===== src/rtl/uart_rx_if.sv =====
// uart_rx_if: host-side bundle of the UART receiver (serial in, FIFO pop, sticky error flags)
// rx        serial line, idle high
// rd_uart   pop FIFO head, clr_err clears frame_err/overrun
// r_data    FIFO head (FWFT), rx_empty/rx_full FIFO status
// frame_err stop bit sampled low, overrun good byte dropped on full FIFO
interface uart_rx_if #(parameter int DBIT = 8);
  logic rx, rd_uart, clr_err;
  logic [DBIT-1:0] r_data;
  logic rx_empty, rx_full, frame_err, overrun;
  modport master(output rx, rd_uart, clr_err, input r_data, rx_empty, rx_full, frame_err, overrun);
  modport slave(input rx, rd_uart, clr_err, output r_data, rx_empty, rx_full, frame_err, overrun);
endinterface


===== src/rtl/uart_receiver.sv =====
// uart_receiver: 16x-oversampled UART receiver with baud tick, synchroniser, framing check and FWFT FIFO
// clk, reset  system clock, asynchronous active-high reset
// u           uart_rx_if slave: rx in, rd_uart/clr_err in, r_data/rx_empty/rx_full/frame_err/overrun out
module uart_receiver #(
  parameter int DBIT = 8,
  parameter int SB_tck = 16,
  parameter int DVSR = 326,
  parameter int DVSR_BIT = 9,
  parameter int FIFO_W = 5
) (
  input logic clk,
  input logic reset,
  uart_rx_if.slave u
);
  localparam int SW = $clog2(SB_tck) > 4 ? $clog2(SB_tck) : 4;
  localparam int NW = $clog2(DBIT) > 0 ? $clog2(DBIT) : 1;
  typedef enum logic [1:0] {IDLE, START, DATA, STOP} state_t;
  state_t st;
  logic [DVSR_BIT-1:0] cnt;
  logic [1:0] sy;
  logic tck, rx_s, armed, eval, done, rd, we, empty, full, fe, ovr;
  logic [SW-1:0] s;
  logic [NW-1:0] n;
  logic [DBIT-1:0] b;
  logic [FIFO_W-1:0] wp, rp;
  logic [DBIT-1:0] mem [2**FIFO_W];
  assign tck = cnt == DVSR_BIT'(DVSR - 1);
  assign rx_s = sy[1];
  assign eval = st == STOP && tck && s == SW'(SB_tck - 1);
  assign done = eval && rx_s;
  assign rd = u.rd_uart && !empty;
  // a full FIFO still accepts the byte when the same cycle frees a slot
  assign we = done && (!full || rd);
  // armed blocks re-triggering on a held-low line until rx_s has been seen high again
  always_ff @(posedge clk or posedge reset)
    if (reset) begin
      cnt <= '0;
      sy <= 2'b11;
      st <= IDLE;
      armed <= 1'b0;
      s <= '0;
      n <= '0;
      b <= '0;
    end else begin
      cnt <= tck ? '0 : cnt + 1'b1;
      sy <= {sy[0], u.rx};
      case (st)
        IDLE: if (rx_s) armed <= 1'b1;
              else if (armed) begin
                st <= START;
                s <= '0;
                armed <= 1'b0;
              end
        START: if (tck) begin
                 if (s == SW'(7)) begin
                   st <= rx_s ? IDLE : DATA;
                   s <= '0;
                   n <= '0;
                 end else s <= s + 1'b1;
               end
        DATA: if (tck) begin
                if (s == SW'(15)) begin
                  s <= '0;
                  b <= {rx_s, b[DBIT-1:1]};
                  n <= n + 1'b1;
                  if (n == NW'(DBIT - 1)) st <= STOP;
                end else s <= s + 1'b1;
              end
        STOP: if (tck) begin
                if (s == SW'(SB_tck - 1)) st <= IDLE;
                else s <= s + 1'b1;
              end
        default: st <= IDLE;
      endcase
    end
  always_ff @(posedge clk)
    if (we) mem[wp] <= b;
  always_ff @(posedge clk or posedge reset)
    if (reset) begin
      wp <= '0;
      rp <= '0;
      empty <= 1'b1;
      full <= 1'b0;
      fe <= 1'b0;
      ovr <= 1'b0;
    end else begin
      wp <= wp + FIFO_W'(we);
      rp <= rp + FIFO_W'(rd);
      if (we != rd) begin
        empty <= rd && rp + 1'b1 == wp;
        full <= we && wp + 1'b1 == rp;
      end
      fe <= (eval && !rx_s) || (fe && !u.clr_err);
      ovr <= (done && full && !rd) || (ovr && !u.clr_err);
    end
  assign u.r_data = empty ? '0 : mem[rp];
  assign u.rx_empty = empty;
  assign u.rx_full = full;
  assign u.frame_err = fe;
  assign u.overrun = ovr;
endmodule

===== src/flat_wrapper.sv =====
// flat-port wrapper written by rule: the top's interface ports become plain ports
module uart_receiver_flat 
#(
  parameter int DBIT = 8,
  parameter int SB_tck = 16,
  parameter int DVSR = 326,
  parameter int DVSR_BIT = 9,
  parameter int FIFO_W = 5
)
  (clk, reset, u_rx, u_rd_uart, u_clr_err, u_r_data, u_rx_empty, u_rx_full, u_frame_err, u_overrun);
  uart_rx_if #(.DBIT(DBIT)) u_i ();
  input logic clk;
  input logic reset;
  input wire logic [$bits(u_i.rx)-1:0] u_rx;
  input wire logic [$bits(u_i.rd_uart)-1:0] u_rd_uart;
  input wire logic [$bits(u_i.clr_err)-1:0] u_clr_err;
  output wire logic [$bits(u_i.r_data)-1:0] u_r_data;
  output wire logic [$bits(u_i.rx_empty)-1:0] u_rx_empty;
  output wire logic [$bits(u_i.rx_full)-1:0] u_rx_full;
  output wire logic [$bits(u_i.frame_err)-1:0] u_frame_err;
  output wire logic [$bits(u_i.overrun)-1:0] u_overrun;
  assign u_i.rx = u_rx;
  assign u_i.rd_uart = u_rd_uart;
  assign u_i.clr_err = u_clr_err;
  assign u_r_data = u_i.r_data;
  assign u_rx_empty = u_i.rx_empty;
  assign u_rx_full = u_i.rx_full;
  assign u_frame_err = u_i.frame_err;
  assign u_overrun = u_i.overrun;
  uart_receiver #(.DBIT(DBIT), .SB_tck(SB_tck), .DVSR(DVSR), .DVSR_BIT(DVSR_BIT), .FIFO_W(FIFO_W)) u_core (.clk(clk), .reset(reset), .u(u_i));
endmodule

===== config.mk =====
export PLATFORM = sky130hd
export DESIGN_NAME = uart_receiver_flat
export DESIGN_NICKNAME = d
export VERILOG_FILES = /design/src/rtl/uart_rx_if.sv /design/src/rtl/uart_receiver.sv /design/src/flat_wrapper.sv
export SDC_FILE = /design/constraint.sdc
export NUM_CORES = 1
export LEC_CHECK = 0
export BUFFER_PORTS_ARGS = -buffer_cell sky130_fd_sc_hd__buf_2
export CAP_MARGIN = 20
export CELL_PAD_IN_SITES_DETAIL_PLACEMENT = 1
export CELL_PAD_IN_SITES_GLOBAL_PLACEMENT = 2
export CORE_ASPECT_RATIO = 0.7
export CORE_UTILIZATION = 40
export CTS_BUF_LIST = sky130_fd_sc_hd__clkbuf_2 sky130_fd_sc_hd__clkbuf_4 sky130_fd_sc_hd__clkbuf_8
export DETAILED_ROUTE_END_ITERATION = 7
export HOLD_SLACK_MARGIN = 0.06
export PLACE_DENSITY_LB_ADDON = 0.1
export SLEW_MARGIN = 20
export SYNTH_ARGS = -nofsm -noshare
export SYNTH_HDL_FRONTEND = slang
export SYNTH_SLANG_ARGS = --single-unit

===== constraint.sdc =====
create_clock -name clk -period 2.9 [get_ports clk]
set_clock_uncertainty 0.1 [all_clocks]
set_input_delay 0.58 -clock clk [delete_from_list [all_inputs] [get_ports clk]]
set_output_delay 0.58 -clock clk [all_outputs]
set_load 0.01 [all_outputs]

==> impl_metrics.py <==
metrics = {
    "final_layout": {
        "drive_gt1_share_pct": 31.3,
        "layout_commonest_cell": "edfxtp_1",
        "fin_nets": 846,
        "layout_common_cells": "edfxtp_1, buf_4, nor2_1",
        "regArea_mm2": 0.00877,
        "final-instance-count-excl-fill": 1269,
        "finalInstanceArea_mm2": 0.0146,
        "post-route-util_pct": 48.5,
        "diodes": 0,
        "multi_input_area_mm2": 0.00338,
        "area_growth_pct": 18.7,
        "nFillCells": 2927,
    },
    "critical_path": {
        "crit_family": "multiplexers",
        "cp-start-kind": "flip-flop",
        "crit_buf_inv": 3,
        "critical_path.max_stage_delay_ps": 520,
        "path_class": "reg2out",
        "cp_max_fo": 12,
        "cp.required_ps": 2220,
        "crit_arrival_ps": 2730,
        "worstSetupEndpointType": "primary output",
        "slowest_stage": "mux4_2",
        "path_cells": "buf_12 -> buf_4 -> mux4_2 -> mux2i_1 -> nor2_1 -> a211oi_2 -> nor3_1 -> buf_2",
    },
    "clocking": {
        "cts_made_buffers": 47,
        "cts_max_path_buffers": 3,
        "cts_num_sinks": 299,
        "cts_root_buf": "clkbuf_8",
        "cts_max_level": 2,
        "cts.clk_slew.worst_paths_ps": 60,
        "clock_latency_ps": 570,
        "cts_tree": "yes",
    },
    "grt": {
        "grt_max_degree": 35,
        "grt_pass1_vias": 7139,
        "track_usage_pct": 19.5,
        "antenna_found_initial": 1,
        "grt_overflow": 0,
        "grt_pass1_wl_um": 44800,
    },
    "die": {
        "fp.dieW_um": 212,
        "die_area_mm2": 0.0315,
        "core-area_mm2": 0.0301,
        "io_pins": 17,
        "die_h_um": 149,
        "initial_utilization_pct": 40.8,
        "num_rows": 53,
    },
    "synthesis": {
        "synth_edf_count": 256,
        "async_flop_share_pct": 14.4,
        "synth_cells": 694,
        "synthFlopType": "edfxtp_1",
        "syn_area_mm2": 0.0123,
        "syn_nets": 718,
        "seq_area_frac_synth_pct": 71.3,
        "synth_seq_cells": 299,
        "syn_area_per_cell_um2": 17.7,
        "synth_warnings": 0,
        "ys_types": 53,
    },
    "route": {
        "routedWlPerCell_um": 23.3,
        "drt-initial-drc-count": 485,
        "routed-via-count": 6745,
        "route.detailed.drc": 0,
        "avgViaCountPerCell": 5.32,
        "drt-total-wl_um": 29500,
        "drt_first_pass_iters": 5,
        "ant_nets": 0,
    },
    "sta": {
        "grt_setup_unrepaired": "true",
        "timing.setup.tns_ps": -3910,
        "setup_viol": 8,
        "slew_headroom_pct": 50.1,
        "fin_crit_ps": 3410,
        "fin_ws_ps": -513,
        "fmax_mhz": 293,
        "worst_pin_slew_ps": 748,
        "hold_viol": 0,
        "post-route-period-util_pct": 118,
        "drv_slew": 0,
    },
    "min_path": {
        "hold_class": "in2reg",
    },
    "run_status": {
        "status": "finished with violations",
        "violations": "negative setup slack",
    },
    "place": {
        "portBuffers": 16,
        "dp_hpwl_um": 19200,
        "dp_cells": 1176,
        "gp_congestion": 0.758,
        "detailed_place.area_mm2": 0.0135,
    },
    "flow_run": {
        "cap_viol_max_count": 0,
    },
    "power_and_ir_drop": {
        "ir_drop_mv": 0.392,
        "total_leakage_power_nw": 5.79,
        "power.density_mw_per_mm2": 599,
    },
}
[through the flow]
stage / hold slack, ps / setup slack (ps) / total power [mW]
6_report: 131 / -513 / 8.74
2_1_floorplan: 245 / 353 / 5.13
3_5_place_dp: 252 / -131 / 5.27
5_1_grt: 99.1 / -679 / 9.09
3_3_place_gp: 251 / -190 / 5.23
4_1_cts: 83.8 / -597 / 8.86
[worst paths after layout]
kind / endpoint / cells past startpoint / startpoint / slack, ps
worst max register to register: u_core.mem[30][6]$_DFFE_PP_ / 7 / u_core.s[0]$_DFFE_PP0P_ / 150
max in group asynchronous: u_core.sy[1]$_DFF_PP1_ / 4 / reset / 1500
worst min register to register: u_core.sy[1]$_DFF_PP1_ / 0 / u_core.sy[0]$_DFF_PP1_ / 260
worst min-delay path: u_core.u.frame_err$_DFF_PP0_ / 2 / u_clr_err / 130
worst max-delay path: u_r_data[0] / 8 / u_core.rp[0]$_DFF_PP0_ / -510
min in group asynchronous: u_core.rp[3]$_DFF_PP0_ / 3 / reset / 440
[cell type report]
class / instances / area share (%)
Inverter: 15 / 0.386
Timing Repair Buffer: 114 / 6.46
Sequential cell: 299 / 60.1
Clock inverter: 26 / 1.34
Tap cell: 412 / 3.53
Clock buffer: 58 / 5.00
Multi-Input combinational cell: 345 / 23.2
[power by group]
| part | switching [mW] | internal, mW | total [mW] |
|---|---|---|---|
| combinational | 0.270 | 0.217 | 0.487 |
| clock | 1.63 | 1.92 | 3.55 |
| sequential | 0.0496 | 4.66 | 4.71 |
[routing by layer]
layer / track usage, % / part of all wire, % / vias to the layer above
met5: 0 / 0 / -
met4: 4.49 / 1.0 / 0
met3: 4.20 / 4.7 / 26
met2: 29.4 / 46 / 150
met1: 29.0 / 49 / 3561
li1: - / - / 3008
[flip-flops by register name, indices dropped and copies added (netlist names), 2 cells and up, named ones only]
signal and flops:
u_core.s 4, u_core.wp 5, u_core.b 8, u_core.n 3, u_core.mem 256, u_core.sy 2
u_core.cnt 9, u_core.rp 5
[logic make-up (layout without fill, tap and decap cells)]
| kind of cell | count (synthesis) | in the layout | share of synthesized area [%] |
|---|---|---|---|
| flip-flops | 299 | 299 | 71.3 |
| AND/OR/NAND/NOR | 133 | 133 | 5.19 |
| adder cells (fa/ha/maj) | 19 | 19 | 1.93 |
| buffers and inverters | 50 | 213 | 2.10 |
| AO/OA/AOI/OAI | 63 | 63 | 3.90 |
| multiplexers | 110 | 110 | 14.2 |
| XOR/XNOR | 20 | 20 | 1.42 |
[what timing repair did]
item	4_1_cts	5_1_grt
pin swaps	6	2
setup buffers	7	0
hold endpoints to repair	17	0
setup endpoints to repair	8	8
gates resized for setup	23	10
hold buffers	2	0
[synth_stat cells (all sizes together), types with 2 or more instances]
cell type / number / share of area [%]
clkbuf: 15 / 0.46
mux4: 48 / 9.0
a31oi: 2 / 0.10
and4b: 2 / 0.16
mux2i: 50 / 4.1
xor2: 7 / 0.50
nor2b: 4 / 0.20
and2: 2 / 0.10
nand4: 4 / 0.20
nand2b: 4 / 0.20
nand3: 15 / 0.61
a2111oi: 7 / 0.65
o21ai: 3 / 0.12
edfxtp: 256 / 63
inv: 15 / 0.46
buf: 20 / 1.2
nand3b: 3 / 0.18
dfrtp: 40 / 8.1
o211ai: 2 / 0.12
nor2: 62 / 1.9
o221ai: 8 / 0.57
ha: 19 / 1.9
dfstp: 3 / 0.64
xnor2: 13 / 0.93
nand2: 18 / 0.55
o22ai: 12 / 0.61
mux2: 12 / 1.1
and3: 4 / 0.20
a311oi: 2 / 0.14
a211oi: 11 / 0.67
nor3: 9 / 0.37
a21oi: 8 / 0.36
No activity file was read; power rests on OpenSTA's default activity.
